--- config.mk ---
export PLATFORM = sky130hd
export DESIGN_NAME = video_timing_gen_flat
export DESIGN_NICKNAME = d
export VERILOG_FILES = /design/src/rtl/video_timing_if.sv /design/src/rtl/video_timing_gen.sv /design/src/flat_wrapper.sv
export SDC_FILE = /design/constraint.sdc
export NUM_CORES = 1
export LEC_CHECK = 0
export ABC_AREA = 0
export CAP_MARGIN = 10
export CELL_PAD_IN_SITES_DETAIL_PLACEMENT = 2
export CELL_PAD_IN_SITES_GLOBAL_PLACEMENT = 2
export CORE_MARGIN = 2
export CORE_UTILIZATION = 32
export DETAILED_ROUTE_END_ITERATION = 8
export PLACE_DENSITY_LB_ADDON = 0.15
export SYNTH_ARGS = -nofsm -noshare
export SYNTH_HDL_FRONTEND = slang
export SYNTH_SLANG_ARGS = --single-unit
--- constraint.sdc ---
create_clock -name clk -period 2.33 [get_ports clk]
set_input_delay 0.466 -clock clk [delete_from_list [all_inputs] [get_ports clk]]
set_output_delay 0.466 -clock clk [all_outputs]
set_load 0.005 [all_outputs]
--- src/rtl/video_timing_if.sv ---
// Raster timing bundle shared between the timing generator and its consumers
// (pattern stage, LED blinker).
interface video_timing_if;
   logic       pix_ce;
   logic       hsync;
   logic       vsync;
   logic       display_on;
   logic [8:0] hpos;
   logic [8:0] vpos;
   logic       line_start;
   logic       frame_start;

   modport master (
      output pix_ce, hsync, vsync, display_on, hpos, vpos, line_start, frame_start
   );

   modport slave (
      input pix_ce, hsync, vsync, display_on, hpos, vpos, line_start, frame_start
   );
endinterface

--- src/rtl/video_timing_gen.sv ---
// Raster timing source: divides the board clock into a pixel clock-enable and
// produces sync, blanking, position counters and line/frame strobes.
module video_timing_gen #(
   parameter int CLK_DIV         = 2,
   parameter int H_DISPLAY       = 256,
   parameter int H_FRONT         = 40,
   parameter int H_SYNC          = 25,
   parameter int H_BACK          = 60,
   parameter int V_DISPLAY       = 240,
   parameter int V_FRONT         = 5,
   parameter int V_SYNC          = 3,
   parameter int V_BACK          = 14,
   parameter int H_SYNC_POLARITY = 1,
   parameter int V_SYNC_POLARITY = 1
) (
   input  logic           clk,
   input  logic           reset_n,
   video_timing_if.master vid
);

   localparam int H_TOTAL = H_DISPLAY + H_FRONT + H_SYNC + H_BACK;
   localparam int V_TOTAL = V_DISPLAY + V_FRONT + V_SYNC + V_BACK;
   localparam int DIV_W   = (CLK_DIV > 1) ? $clog2(CLK_DIV) : 1;

   // Counters are 9 bits wide, so larger rasters cannot be represented.
   generate
      if ((H_TOTAL > 512) || (V_TOTAL > 512) || (CLK_DIV < 1) || (H_SYNC < 1) || (V_SYNC < 1)) begin : g_param_error
         $error("video_timing_gen: raster totals must be <= 512, CLK_DIV and sync widths >= 1");
      end
   endgenerate

   localparam logic [DIV_W-1:0] DIV_LAST = DIV_W'(CLK_DIV - 1);
   localparam logic [8:0] H_LAST     = 9'(H_TOTAL - 1);
   localparam logic [8:0] V_LAST     = 9'(V_TOTAL - 1);
   localparam logic [8:0] H_DISP     = 9'(H_DISPLAY);
   localparam logic [8:0] V_DISP     = 9'(V_DISPLAY);
   localparam logic [8:0] HS_FIRST   = 9'(H_DISPLAY + H_FRONT);
   localparam logic [8:0] HS_LAST    = 9'(H_DISPLAY + H_FRONT + H_SYNC - 1);
   localparam logic [8:0] VS_FIRST   = 9'(V_DISPLAY + V_FRONT);
   localparam logic [8:0] VS_LAST    = 9'(V_DISPLAY + V_FRONT + V_SYNC - 1);
   localparam logic       H_IDLE     = (H_SYNC_POLARITY != 0) ? 1'b1 : 1'b0;
   localparam logic       V_IDLE     = (V_SYNC_POLARITY != 0) ? 1'b1 : 1'b0;

   logic [DIV_W-1:0] div_cnt_r;
   logic             pix_ce_r;
   logic [8:0]       hpos_r;
   logic [8:0]       vpos_r;
   logic             hsync_r;
   logic             vsync_r;
   logic             display_on_r;
   logic             line_start_r;
   logic             frame_start_r;

   logic             div_last_s;
   logic             h_wrap_s;
   logic             v_wrap_s;
   logic [8:0]       hpos_next_s;
   logic [8:0]       vpos_next_s;
   logic             h_act_s;
   logic             v_act_s;

   // Next-state counter values; all registered outputs are decoded from these
   // so they switch on the same edge as hpos/vpos.
   always_comb begin
      div_last_s  = (div_cnt_r == DIV_LAST);
      h_wrap_s    = pix_ce_r && (hpos_r == H_LAST);
      v_wrap_s    = h_wrap_s && (vpos_r == V_LAST);
      hpos_next_s = hpos_r;
      vpos_next_s = vpos_r;
      if (pix_ce_r) begin
         if (hpos_r == H_LAST) begin
            hpos_next_s = 9'd0;
         end else begin
            hpos_next_s = hpos_r + 9'd1;
         end
      end else begin
         hpos_next_s = hpos_r;
      end
      if (h_wrap_s) begin
         if (vpos_r == V_LAST) begin
            vpos_next_s = 9'd0;
         end else begin
            vpos_next_s = vpos_r + 9'd1;
         end
      end else begin
         vpos_next_s = vpos_r;
      end
      h_act_s = (hpos_next_s >= HS_FIRST) && (hpos_next_s <= HS_LAST);
      v_act_s = (vpos_next_s >= VS_FIRST) && (vpos_next_s <= VS_LAST);
   end

   // Pixel divider: pix_ce is registered from the terminal count, so it lands
   // CLK_DIV clocks after reset release and is constantly high for CLK_DIV=1.
   always_ff @(posedge clk or negedge reset_n) begin
      if (!reset_n) begin
         div_cnt_r <= '0;
         pix_ce_r  <= 1'b0;
      end else begin
         if (div_last_s) begin
            div_cnt_r <= '0;
         end else begin
            div_cnt_r <= div_cnt_r + DIV_W'(1);
         end
         pix_ce_r <= div_last_s;
      end
   end

   // Raster counters and decoded outputs, all advancing together.
   always_ff @(posedge clk or negedge reset_n) begin
      if (!reset_n) begin
         hpos_r        <= 9'd0;
         vpos_r        <= 9'd0;
         hsync_r       <= H_IDLE;
         vsync_r       <= V_IDLE;
         display_on_r  <= 1'b1;
         line_start_r  <= 1'b0;
         frame_start_r <= 1'b0;
      end else begin
         hpos_r        <= hpos_next_s;
         vpos_r        <= vpos_next_s;
         hsync_r       <= h_act_s ^ H_IDLE;
         vsync_r       <= v_act_s ^ V_IDLE;
         display_on_r  <= (hpos_next_s < H_DISP) && (vpos_next_s < V_DISP);
         line_start_r  <= h_wrap_s;
         frame_start_r <= v_wrap_s;
      end
   end

   assign vid.pix_ce      = pix_ce_r;
   assign vid.hsync       = hsync_r;
   assign vid.vsync       = vsync_r;
   assign vid.display_on  = display_on_r;
   assign vid.hpos        = hpos_r;
   assign vid.vpos        = vpos_r;
   assign vid.line_start  = line_start_r;
   assign vid.frame_start = frame_start_r;

endmodule

--- src/flat_wrapper.sv ---
// flat-port wrapper written by rule: the top's interface ports become plain ports
module video_timing_gen_flat 
#(
   parameter int CLK_DIV         = 2,
   parameter int H_DISPLAY       = 256,
   parameter int H_FRONT         = 40,
   parameter int H_SYNC          = 25,
   parameter int H_BACK          = 60,
   parameter int V_DISPLAY       = 240,
   parameter int V_FRONT         = 5,
   parameter int V_SYNC          = 3,
   parameter int V_BACK          = 14,
   parameter int H_SYNC_POLARITY = 1,
   parameter int V_SYNC_POLARITY = 1
)
  (clk, reset_n, vid_pix_ce, vid_hsync, vid_vsync, vid_display_on, vid_hpos, vid_vpos, vid_line_start, vid_frame_start);
  video_timing_if vid_i ();
  input  logic clk;
  input  logic reset_n;
  output wire logic [$bits(vid_i.pix_ce)-1:0] vid_pix_ce;
  output wire logic [$bits(vid_i.hsync)-1:0] vid_hsync;
  output wire logic [$bits(vid_i.vsync)-1:0] vid_vsync;
  output wire logic [$bits(vid_i.display_on)-1:0] vid_display_on;
  output wire logic [$bits(vid_i.hpos)-1:0] vid_hpos;
  output wire logic [$bits(vid_i.vpos)-1:0] vid_vpos;
  output wire logic [$bits(vid_i.line_start)-1:0] vid_line_start;
  output wire logic [$bits(vid_i.frame_start)-1:0] vid_frame_start;
  assign vid_pix_ce = vid_i.pix_ce;
  assign vid_hsync = vid_i.hsync;
  assign vid_vsync = vid_i.vsync;
  assign vid_display_on = vid_i.display_on;
  assign vid_hpos = vid_i.hpos;
  assign vid_vpos = vid_i.vpos;
  assign vid_line_start = vid_i.line_start;
  assign vid_frame_start = vid_i.frame_start;
  video_timing_gen #(.CLK_DIV(CLK_DIV), .H_DISPLAY(H_DISPLAY), .H_FRONT(H_FRONT), .H_SYNC(H_SYNC), .H_BACK(H_BACK), .V_DISPLAY(V_DISPLAY), .V_FRONT(V_FRONT), .V_SYNC(V_SYNC), .V_BACK(V_BACK), .H_SYNC_POLARITY(H_SYNC_POLARITY), .V_SYNC_POLARITY(V_SYNC_POLARITY)) u_core (.clk(clk), .reset_n(reset_n), .vid(vid_i));
endmodule
# [Word level (Yosys, flattened, before mapping)]
# Cells that the tools add are included.
[totals] input_bits=2 out_inout_bits=24 register_bits=25 word_cells=32
[op_classes] reduce_logical=5 n_addsub=3 n_eq_ne=2 muxes=5 n_bitwise=2 magnitude_cmp=6
[op_table] operator="9-bit two-way mux" count=4
[op_table] operator="9-bit by 1-bit adder with 9-bit output (second input constant)" count=2
[op_table] operator="9-bit == test (second input constant)" count=2
[op_table] operator="9-bit by 8-bit greater-or-equal comparator with 1-bit output (second input constant)" count=1
[op_table] operator="9-bit greater-or-equal comparator (second input constant)" count=1
[op_table] operator="9-bit by 8-bit less-or-equal comparator with 1-bit output (second input constant)" count=1
[op_table] operator="9-bit less-or-equal comparator (second input constant)" count=1
[op_table] operator="9-bit by 8-bit < comparator with 1-bit output (second input constant)" count=1
[op_table] operator="9-bit < comparator (second input constant)" count=1
[op_table] operator="1-bit logical AND" count=5
[op_table] operator="1-bit inverter" count=2
[op_table] operator="1-bit adder (second input constant)" count=1
[op_table] operator="1-bit two-way mux" count=1

# [Longest topological paths before layout]
# Gate-level depths: netlist of run 1.
[logic_depth] ltp_word=6 mapped_depth=9

# [Worst setup path after synthesis of run 1]
# OpenSTA, ideal clock, no wires.
[synth_path] path_kind="register -> register" startpoint="register u_core.vpos_r[0] (netlist: u_core.vid.vpos[0])" endpoint="register u_core.vsync_r (netlist: u_core.vid.vsync)" arrival_time_ns=1.853 setup_ns=0.093 path_buffers=0 path_slack_ns=0.385 required_ns=2.237 path_stages_with_launch=7 period_less_slack_ns=1.945 path_cell_list="dfrtp_1 > ha_1 > and4bb_1 > and2_1 > or4_4 > a211oi_2 > nand4b_1"
[synth_between] elab_chain_cells=6
[synth_rtl] item="start, declared" line="video_timing_gen.sv:47" text="logic [8:0] vpos_r;"
[synth_rtl] item="start signal, assigned" line="video_timing_gen.sv:120" text="vpos_r <= vpos_next_s;"
[synth_rtl] item="9-bit by 1-bit adder with 9-bit output or 9-bit == test (tied branches)" line="video_timing_gen.sv:83, video_timing_gen.sv:80"
[synth_rtl] item="9-bit two-way mux" line="video_timing_gen.sv:80" text="if (vpos_r == V_LAST) begin"
[synth_rtl] item="9-bit two-way mux (*)" line="video_timing_gen.sv:79" text="if (h_wrap_s) begin"
[synth_rtl] item="9-bit by 8-bit greater-or-equal comparator with 1-bit output or 9-bit by 8-bit less-or-equal comparator with 1-bit output (tied branches)" line="video_timing_gen.sv:89" text="v_act_s = (vpos_next_s >= VS_FIRST) && (vpos_next_s <= VS_LAST);"
[synth_rtl] item="1-bit logical AND (*)" line="video_timing_gen.sv:89"
[synth_rtl] item="1-bit inverter (no line) (*)"
[synth_rtl] item="end signal, assigned" line="video_timing_gen.sv:122" text="vsync_r <= v_act_s ^ V_IDLE;"
[synth_rtl] item="end, declared" line="video_timing_gen.sv:49" text="logic vsync_r;"
# Mark *: on every way between the ends. The rest lies on a longest branch, timed or not.

# [Worst setup path after layout of run 1]
[layout_path] startpoint="register u_core.vpos_r[1] (netlist: u_core.vid.vpos[1])" endpoint="register u_core.vsync_r (netlist: u_core.vid.vsync)"
# Same word-level chain as after synthesis.

==> results of run 1 <==
-- per-layer routing --
metal	GRT usage [%]	wire length [um]	up-vias
li1	-	-	564
met1	24.39	1943	615
met2	32.26	2081	21
met3	2.762	103	7
met4	6.972	74	0
met5	0	0	-
-- critical path, stage by stage (launching register included) --
cell and delay [ns]:
sky130_fd_sc_hd__dfrtp_1 0.45, sky130_fd_sc_hd__inv_1 0.09, sky130_fd_sc_hd__ha_1 0.17, sky130_fd_sc_hd__and4bb_1 0.25
sky130_fd_sc_hd__and2_1 0.18, sky130_fd_sc_hd__or4_4 0.49, sky130_fd_sc_hd__a211oi_2 0.28, sky130_fd_sc_hd__nand4b_1 0.12
-- cells by family (layout without fill, tap and decap cells) --
| kind of cell | count (synthesis) | count (layout) | synth area share, % |
|---|---|---|---|
| flip-flops | 25 | 25 | 45.94 |
| multiplexers | 2 | 2 | 1.552 |
| XOR/XNOR | 6 | 6 | 3.836 |
| AO/OA/AOI/OAI | 34 | 34 | 16.44 |
| AND/OR/NAND/NOR | 56 | 56 | 25.11 |
| buffers and inverters | 12 | 42 | 3.470 |
| adder cells (fa/ha/maj) | 4 | 4 | 3.653 |
-- power breakdown --
group          internal [uW]  leakage, uW  switching (uW)  total [uW]
combinational           2.57     0.000404            8.71        11.3
clock                    120    0.0000255             155         276
sequential               434     0.000325               0         434
total                    557     0.000754             164         721
-- layout make-up --
type / count / area, um^2 / area share, %
clock buffer: 3 / 41.29 / 2.361
clock inverter: 1 / 5.005 / 0.2861
inverter: 8 / 30.03 / 1.717
multi-input combinational: 102 / 693.2 / 39.63
sequential: 25 / 629.4 / 35.98
tap: 50 / 62.56 / 3.577
timing repair buffer: 30 / 287.8 / 16.45
-- final timing paths --
| check | slack, ns | cells after the start | to |
|---|---|---|---|
| max | 0.21 | 7 | u_core.vid.vsync |
| min | 0.39 | 0 | u_core.vid.pix_ce |
| max reg2reg | 0.21 | 7 | u_core.vid.vsync |
| min reg2reg | 0.39 | 0 | u_core.vid.pix_ce |
| max in group asynchronous | 1.48 | 2 | u_core.vid.vsync |
| min in group asynchronous | 0.56 | 2 | u_core.vid.hpos[7] |
-- metrics by stage --
step	hold WS, ns	instances	total power (uW)	worst slack [ns]	utilization, %
6_report	0.3902	219	720.7	0.2057	43.11
5_1_grt	0.4129	219	753.7	0.07965	43.11
4_1_cts	0.3963	219	732.9	0.2133	43.11
3_5_place_dp	0.3734	215	454.5	0.2242	41.97
3_3_place_gp	0.3605	215	454.1	0.3060	41.97
2_1_floorplan	0.1704	139	442.3	0.3846	-
-- Yosys cell counts, types with 3 or more instances --
library cell / number / area, um^2
sky130_fd_sc_hd__dfstp_2: 3 / 78.83
sky130_fd_sc_hd__and4_1: 3 / 26.28
sky130_fd_sc_hd__nand2_1: 13 / 48.80
sky130_fd_sc_hd__a21oi_1: 5 / 25.02
sky130_fd_sc_hd__and2_1: 3 / 18.77
sky130_fd_sc_hd__ha_1: 4 / 50.05
sky130_fd_sc_hd__o21ai_0: 10 / 50.05
sky130_fd_sc_hd__a21o_1: 3 / 22.52
sky130_fd_sc_hd__nand3_1: 5 / 25.02
sky130_fd_sc_hd__xnor2_1: 5 / 43.79
sky130_fd_sc_hd__and3_1: 7 / 43.79
sky130_fd_sc_hd__dfrtp_1: 22 / 550.5
sky130_fd_sc_hd__and3b_1: 3 / 26.28
sky130_fd_sc_hd__inv_1: 7 / 26.28
sky130_fd_sc_hd__nor2_1: 6 / 22.52
sky130_fd_sc_hd__nor3_1: 3 / 15.01
==> results, run 1 <==
- The run finished with clean final reports.
- The number of antenna violations at the first check in global routing is 0.
- Post-CTS repair changed the size of 0 cells.
- The starting density of the core is about a third.
- The detailed router finished its first iteration with 44 violations.
- The netlist area before placement is around 0.0014 mm^2.
- The share of synthesized registers carrying an async set or reset is 100.0%.
- The most frequent standard cell in the layout excluding fill and tap cells is sky130_fd_sc_hd__clkdlybuf4s50_1.
- The number of H-tree levels is 1.
- For this design the top-level I/O count stands at 26.
- The number of endpoints with negative hold slack in the final report came to 0.
- Setup repair after global routing left no endpoint under its margin.
- The data required time of the worst path is 2.53 ns.
- The sort of element at the end of the critical path is a flip-flop.
- The first detailed-routing pass took 4 iterations.
- Routability-driven placement finished with a final weighted congestion of approximately 0.76.
- The number of buffers on the longest clock path is 2.
- Summing all non-filler instances in the final layout gives an area of 0.001749 mm^2.
- The count of clock tree sinks is 25.
- After detailed routing, the average wire length per cell comes to between 15 and 20 um.
- The filler cells instantiated in the layout total 442.
- The antenna violation net count after detailed routing is 0.
- The post-layout minimum cycle time is roughly 2.1 ns.
- The first-pass GRT wire length is just over 7000 um.
- The post-detailed-route via-to-cell ratio is between 5 and 6.
- The number of library cell types mapped by synthesis is 48.
- For this run, the post-layout net count is 176.
- The setup TNS after final layout is 0 ns.
- Across all layers, the routed design uses between 1000 and 1500 vias.
- For the pin with the worst max-slew slack, the measured transition is around 0.43 ns.
- In this run, post-CTS hold repair placed 0 buffers.
- The data arrival at the endpoint of the critical path is ~2.3 ns.
- TritonCTS built the clock tree.
- The library cells used most frequently in the layout, excluding fill and tap cells, are sky130_fd_sc_hd__clkdlybuf4s50_1 (25), sky130_fd_sc_hd__dfrtp_1 (22), sky130_fd_sc_hd__nand2_1 (13).
- Of all nets on the critical path, the largest fanout is 7.
- The total of buffers placed on input and output ports is 25.
- The critical path starts at u_core.vid.vpos[1].
- Setup violations remaining at the end of the flow were counted as 0.
- The total global routing overflow is 0.
- The final count of pins violating max slew was 0.
- TritonCTS created 3 clock buffers.
- For this design the ratio of total power to cell area is slightly above 400 mW/mm^2.
- In the synthesized netlist the dominant register cell turns out to be sky130_fd_sc_hd__dfrtp_1.
- The leakage dissipation is around 0.00075 uW.
- The number of rows created at floorplan is 23.
- Compared with the post-synthesis result, the final layout area differs by 27.67%.
- The tree is rooted in a sky130_fd_sc_hd__clkbuf_8.
- Clock skew on the completed layout was measured at slightly above 0.003 ns.
- The clock-pin slew on the worst setup and hold paths is ~0.090 ns.
- The vertical die dimension is between 60 and 70 um.
- The start point of the worst hold path is u_core.div_cnt_r.
- The floorplan die width is 69.43 um.
- The via count of the first global-routing pass was between 1000 and 1500.
- Entering global routing, the biggest net connects 26 pins.
- The count of state elements after synthesis is 25.
- The classification of the worst setup path is reg -> reg.
- In this run the cell area measured after placement is about 0.0017 mm^2.
- The worst setup path is launched from a flip-flop.
- The die area is slightly below 0.005 mm^2.
- Max-cap violations in this run came to 0.
- Synthesis handed over a netlist of roughly 140 instances.
- The fraction of the yosys area taken by sequential cells is between 40% and 50%.
- Across every metal layer, demand over resource in global routing totals about a fifth.
- The HPWL after detailed placement is about 3100 um.
- The startpoint identified for the worst register-to-register timing path is u_core.vid.vpos[1].
- The number of antenna diodes in the final layout is 0.
- The standard cell core area is between 0.004 and 0.005 mm^2.
- The worst path uses ~91% of the clock period.
- The final layout contains routed wiring with a total length of ~4200 um.
- The number of setup buffers added after CTS is 0.
- The class of the worst hold path is reg -> reg.
- The number of synthesis warnings is 0.
- In the routed design, unresolved DRC markers number 0.
- The maximum vdd drop is roughly 0.00021 V.
- The upper clock frequency limit is roughly 470 MHz.
- Headroom to the max-slew limit came out at between 70% and 80%.
- A synthesized cell averages between 9 and 10 um^2.
- Cells with a size suffix above 1 make up a little over a tenth of the layout.
- At the later pin of the worst-skew pair, clock insertion delay measures around 0.28 ns.
- The number of synthesized flops with an enable pin is 0.
- When the netlist entered floorplanning its net count stood at ~150.
No activity file was read; power rests on OpenSTA's default activity.
==> run 2: changes to the inputs <==
CORE_UTILIZATION = 28   (was 32)
clock period = 1.8 ns   (was 2.33 ns; I/O delays follow)
==> run 2 against run 1 <==
The flow now finishes with violations (negative setup slack). Combinational power rose by 33%. Critical endpoint unchanged. Non-clock buffer count rose by 30. Via count rose by 9.4%. Die area rose by 13%. Sequential share of layout area fell by 5.8 points. Fmax rose by 13%. Routed wire length rose by 15%. Critical path type unchanged. Critical path depth did not move.
==> results, run 2 (synthesis results as in run 1) <==
- The number of H-tree levels is 1 (unchanged).
- The worst slew margin relative to its limit is 76.75% (+5.4 points).
- In this run the worst setup path begins at u_core.vid.vpos[1].
- The fraction of final layout cells sized beyond drive strength 1 is 33.17% (+23 points).
- The number of optimization iterations in the first detailed-route pass is 4 (unchanged).
- The number of buffers on the longest clock path is 2 (unchanged).
- The fraction of the core area covered by cells at the end of the flow was 44.21% (+1.1 points).
- The leakage dissipation was 0.0009227 uW (+22%).
- The number of antenna violations at the first check in global routing is 0 (unchanged).
- The final count of pins violating max slew is 0 (unchanged).
- The slowest library cell on the worst path is sky130_fd_sc_hd__or4_4.
- The post-layout minimum cycle time was 1.876 ns (-0.2486 ns).
- The reg2reg setup slack was -0.08 ns (-0.28 ns).
- The final weighted congestion in routability-driven placement is 0.8199 (+8.3%).
- The vertical die dimension is 73.95 um (+6.5%).
- The die area came to 0.005469 mm^2 (+13%).
- The post-detailed-routing wire length was 4813 um (+15%).
- The count of clock tree sinks is 25 (unchanged).
- The detail-routed net length per standard cell is 18.09 um (-5.7%).
- The library cells used most frequently in the layout, excluding fill and tap cells, are sky130_fd_sc_hd__buf_4 (34), sky130_fd_sc_hd__clkdlybuf4s50_1 (24), sky130_fd_sc_hd__dfrtp_1 (21).
- The data arrival at the endpoint of the critical path is 2.08 ns (-0.25 ns).
- The root buffer cell is sky130_fd_sc_hd__clkbuf_8.
- The clock-pin slew on the worst setup and hold paths is 0.10 ns (about the same).
- In this run the critical register-to-register path is captured at u_core.vid.vsync.
- The starting density of the core is 29.01% (-4.8 points).
- The total clock buffers created by CTS is 3 (unchanged).
- The depth of the worst hold-timing path is 0 (unchanged).
- The total of buffers placed on input and output ports is 25 (unchanged).
- The final net count is 206 (+17%).
- The CTS tree is yes.
- The maximum single-stage delay on the critical path is 0.44 ns (-0.05 ns).
- The global-route total usage across every layer is 19.22% (+0.24 points).
- The reg-to-reg startpoint is u_core.vid.vpos[1].
- The final reports fail on negative setup slack.
- The number of rows created at floorplan is 25 (+8.7%).
- The class of the worst hold path is reg -> reg.
- The worst-skew pair later-pin latency came to 0.28 ns (about the same).
- Walking the worst path, the cells encountered are inv_1 -> ha_1 -> and4bb_1 -> and2_4 -> or4_4 -> a211oi_4 -> nand4b_1.
- The total of endpoints with negative setup slack in the final report is 3 (+3).
- The routed via count was 1321 (+9.4%).
- The upper clock frequency limit is 533.1 MHz (+13%).
- The standard cell core area is 0.004723 mm^2 (+16%).
- The number of DRC markers after the initial detailed-route iteration is 67 (+52%).
- STA classifies the critical path startpoint as a flip-flop.
- The sort of element at the end of the critical path is a flip-flop.
- The hold buffer count at CTS is 0 (unchanged).
- The final cycle utilization of the critical path is 104.2% (+13 points).
- The antenna violation net count after detailed routing is 0 (unchanged).
- The post-detailed-route via-to-cell ratio is 4.966 (-9.9%).
- The slack of the critical path is -0.07574 ns (-0.2814 ns).
- The count of pins on the block boundary is 26 (unchanged).
- The pin slew with the least headroom to its limit is 0.3487 ns (-0.08016 ns).
- Setup repair after global routing could not meet its margin everywhere.
- The worst setup path is of the reg -> reg kind.
- The pin count of the biggest net entering global routing is 26 (unchanged).
- The first-pass GRT wire length is 7845 um (+8.4%).
- Leaving out fill and tap cells, the most frequent cell in the layout is sky130_fd_sc_hd__buf_4.
- The maximum vdd drop came to 0.0003781 V (+82%).
- The setup TNS after final layout came to -0.1373 ns (-0.1373 ns).
- The via count of the first global-routing pass is 1489 (+11%).
- The number of endpoints with negative hold slack in the final report is 0 (unchanged).
- The floorplan die width is 73.95 um (+6.5%).
- The worst clock skew on the final layout is 0.008588 ns (+0.005551 ns).
- The data required time of the worst path is 2.01 ns (-0.52 ns).
- The critical path ends at u_core.vid.vsync.
- The final routed DRC violation total is 0 (unchanged).
- The top fanout value on the critical path is 3 (-4).
- The run finished, with violations left.
- The power density over cell area is 451.9 mW/mm^2 (+9.7%).
- The HPWL after detailed placement is 3352 um (+8.2%).
- The number of max-cap violations is 0 (unchanged).
- The area growth from synthesis to layout is 52.42%.
- The depth of the worst register-to-register path is 7 (unchanged).
- The number of antenna cells inserted is 0 (unchanged).
- The total global routing overflow was 0 (unchanged).
[run 2: cell types whose count changed in the layout (fill, tap and decap cells not counted), sizes merged]
cell / change
clkdlybuf4s50: -1
clkinvlp: +2
buf: +30
dlymetal6s2s: +1
clkinv: -2
[run 2: layer usage]
| layer | routed length (um) | vias up | share of wire, % | global-route usage, % |
|---|---|---|---|---|
| met4 | 69 | 0 | 1.4 | 5.253 |
| met3 | 130 | 6 | 2.7 | 3.523 |
| met5 | 0 | - | 0 | 0 |
| li1 | - | 627 | - | - |
| met1 | 2270 | 662 | 47 | 26.32 |
| met2 | 2342 | 26 | 49 | 31.35 |
[run 2: critical path, delay by kind of cell (launching register included)]
family / cells / cell delay, ns
compound gates: 1 / 0.24
fa+ha+maj: 1 / 0.19
flops: 1 / 0.37
simple gates: 4 / 0.94
buf+inv: 1 / 0.07
[run 2: report_power, final]
part / total (uW) / leakage [uW] / internal, uW / switching, uW
Combinational: 15.0 / 0.000578 / 3.32 / 11.7
Clock: 367 / 0.0000217 / 158 / 209
Sequential: 562 / 0.000323 / 562 / 0
Total: 944 / 0.000923 / 723 / 221
[run 2: through the flow]
stage / worst slack [ns] / hold slack (ns) / power (uW) / cells / instance area, um^2
CTS: -0.06790 / 0.3919 / 951.5 / 263 / 2016
global placement: 0.01904 / 0.3643 / 588.1 / 258 / 1937
finish: -0.07574 / 0.3873 / 943.7 / 266 / 2088
floorplan: -0.03561 / 0.06441 / 572.5 / 139 / 1388
detailed placement: -0.04347 / 0.3689 / 588.6 / 258 / 1937
global route: -0.1548 / 0.3984 / 978.4 / 266 / 2088
[run 2: how the worst min path moves through the flow]
stage,start,to,slack [ns]
floorplan,reset_n,u_core.div_cnt_r,0.06
global placement,u_core.div_cnt_r,u_core.vid.pix_ce,0.36
detailed placement,u_core.div_cnt_r,u_core.vid.pix_ce,0.37
CTS,u_core.div_cnt_r,u_core.vid.pix_ce,0.39
global route,u_core.div_cnt_r,u_core.vid.pix_ce,0.40
finish,u_core.div_cnt_r,u_core.vid.pix_ce,0.39
[run 2: layout make-up]
cell class              instances  area, um^2
fillers                       514        2635
repair buffers                 60       519.2
clock inverters                 1       7.507
flip-flops and latches         25       630.6
inverters                       8       33.78
multi-input cells             102       772.0
clock buffers                   3       41.29
well taps                      67       83.83
[run 2: timing repair]
| item | 4_1_cts | 5_1_grt |
|---|---|---|
| setup buffers | 1 | 3 |
| pin swaps | 0 | 4 |
| endpoints found under the hold margin | 0 | 0 |
| setup endpoints to repair | 4 | 10 |
| resized for setup | 6 | 16 |
==> variant, RTL diff (flow settings as in run 1) <==
`V_SYNC_POLARITY` is set to 1 in 2 places; all go to 0.
--- a/src/rtl/video_timing_gen.sv
+++ b/src/rtl/video_timing_gen.sv
@@ -11,7 +11,7 @@
    parameter int V_SYNC          = 3,
    parameter int V_BACK          = 14,
    parameter int H_SYNC_POLARITY = 1,
-   parameter int V_SYNC_POLARITY = 1
+   parameter int V_SYNC_POLARITY = 0
 ) (
    input  logic           clk,
    input  logic           reset_n,
--- a/src/flat_wrapper.sv
+++ b/src/flat_wrapper.sv
@@ -11,7 +11,7 @@
    parameter int V_SYNC          = 3,
    parameter int V_BACK          = 14,
    parameter int H_SYNC_POLARITY = 1,
-   parameter int V_SYNC_POLARITY = 1
+   parameter int V_SYNC_POLARITY = 0
 )
   (clk, reset_n, vid_pix_ce, vid_hsync, vid_vsync, vid_display_on, vid_hpos, vid_vpos, vid_line_start, vid_frame_start);
   video_timing_if vid_i ();
Check against the original RTL: not equivalent (a bounded check fails within 4 cycles, from zero or initial values and one cycle with reset_n low).
==> variant against run 1 <==
  * Clock skew is 0.00093 ns higher
  * Largest cell class unchanged
  * Setup slack worse by 0.079 ns
  * Power is 0.70% lower
  * Core utilization hardly changed
  * Wire length is 0.14% lower
  * Sequential cell count stayed put
  * Area after synthesis is 3.7% higher
  * Cell area is 6.6% higher
==> variant: results (changes against run 1) <==
Yosys cell types=46 (-4.2%); hold_ws=0.385 ns (-0.00470 ns); Synth Area per Inst=9.53 µm² (-3.3%); ys async rst share=1.00 (unchanged); R2R depth=10 (+3); final wirelength=4200 µm (-0.14%); initial antenna violation count=0 (unchanged); 1st-pass router iterations=4 (unchanged); slew margin rel.=0.751 (+0.0381); Synth area leaders=dfrtp_1 (41%), nand2_1 (5.0%), o21ai_0 (4.9%), dfstp_2 (3.7%), ha_1 (3.5%); Worst IR Drop VDD=0.224 mV (+7.5%); CP Max Fanout=3 (-4); Cell Area, Placed=1790 µm² (+5.1%); status=finished clean; Seq/Total Area, Yosys=0.442 (-0.0171); Fin Clk Skew=0.00396 ns (+0.000926 ns); post-DP HPWL=3120 µm (+0.75%); initial DRC count=61 (+39%); syn nets=155 (+6.9%); RR Endpoint=u_core.vid.vsync$_DFF_PN0_; Pleak=0.000802 µW (+6.4%); vias in the first global route=1432 (+7.2%); Final GP Congestion=0.785 (+3.6%); nets@finish=193 (+9.7%); Reg2Reg Setup Slack=0.13 ns (-0.08 ns); via-per-instance ratio=5.32 (-3.4%); Finished Layout Cells=238 (+8.7%); critical path arrival=2.41 ns (+0.08 ns); Fill cells=490 (+11%); post-synth top area share=0.405 (+0.00346); placed insts=232 (+7.9%); Global Route Usage Sum=0.180 (-0.00934); share of cells above drive strength 1=0.172 (+0.0655); clk_lat worst skew=0.27 ns; critical path launch point=u_core.vid.hpos[0]$_DFF_PN0_
## variant: per-stage QoR
| stage | setup WS, ns | TNS [ns] | util |
|---|---|---|---|
| 5_1_grt | 0.0110 | 0 | 0.431 |
| 3_3_place_gp | 0.143 | 0 | 0.414 |
| 3_5_place_dp | -0.0113 | -0.0113 | 0.414 |
| 2_1_floorplan | 0.0989 | 0 | - |
| 6_report | 0.126 | 0 | 0.431 |
| 4_1_cts | 0.0421 | 0 | 0.431 |
## variant: routing by layer
metal / up-vias / routed length, µm / track usage
met5: - / 0 / 0
met1: 653 / 1920 / 0.229
li1: 599 / - / -
met4: 0 / 19 / 0.0252
met2: 13 / 2210 / 0.338
met3: 2 / 51 / 0.0214
## variant: what timing repair did
action	in CTS	in global routing
pin swaps	1	3
gates resized for setup	1	1
endpoints found under the hold margin	0	0
cloned	0	0
buffers inserted	2	0
endpoints found under the setup margin	1	1
## variant: power breakdown
part           total, µW  switching, µW  internal, µW
logic               11.5           8.95          2.56
clock network        270            151           120
registers            434              0           434
total                716            160           556
## variant: logic make-up (layout without fill, tap and decap cells)
group | count (synthesis) | in the layout | share of synthesized area
AOI/OAI and AO/OA | 33 | 33 | 0.152
buffers and inverters | 14 | 51 | 0.0476
muxes | 1 | 1 | 0.00705
xor gates and xnor gates | 8 | 8 | 0.0493
and+or+nand+nor | 64 | 64 | 0.267
adders and majority gates | 4 | 4 | 0.0352
DFF | 25 | 25 | 0.442
## variant: worst min path at each step
| stage | start | end | cells after the start |
|---|---|---|---|
| 2_1_floorplan | reset_n | u_core.div_cnt_r$_DFF_PN0_ | 0 |
| 3_3_place_gp | u_core.div_cnt_r$_DFF_PN0_ | u_core.vid.pix_ce$_DFF_PN0_ | 0 |
| 3_5_place_dp | u_core.div_cnt_r$_DFF_PN0_ | u_core.vid.pix_ce$_DFF_PN0_ | 0 |
| 4_1_cts | u_core.div_cnt_r$_DFF_PN0_ | u_core.vid.pix_ce$_DFF_PN0_ | 0 |
| 5_1_grt | u_core.div_cnt_r$_DFF_PN0_ | u_core.vid.pix_ce$_DFF_PN0_ | 0 |
| 6_report | u_core.div_cnt_r$_DFF_PN0_ | u_core.vid.pix_ce$_DFF_PN0_ | 0 |
## variant: area by class of cell
cell class              instances  area share
well taps                      52      0.0349
flip-flops and latches         25       0.337
inverters                       8      0.0168
repair buffers                 39       0.191
multi-input cells             110       0.396
clock inverters                 1     0.00268
clock buffers                   3      0.0221
## variant: worst max-delay path, stage by stage (launching register included)
cell and delay, ns:
dfrtp_1 0.39, inv_1 0.09, ha_2 0.20, nand3b_4 0.10
nor2_4 0.13, nand2_4 0.06, clkinv_2 0.07, nand2b_4 0.06
or4_4 0.53, a221oi_4 0.30, and3_1 0.20
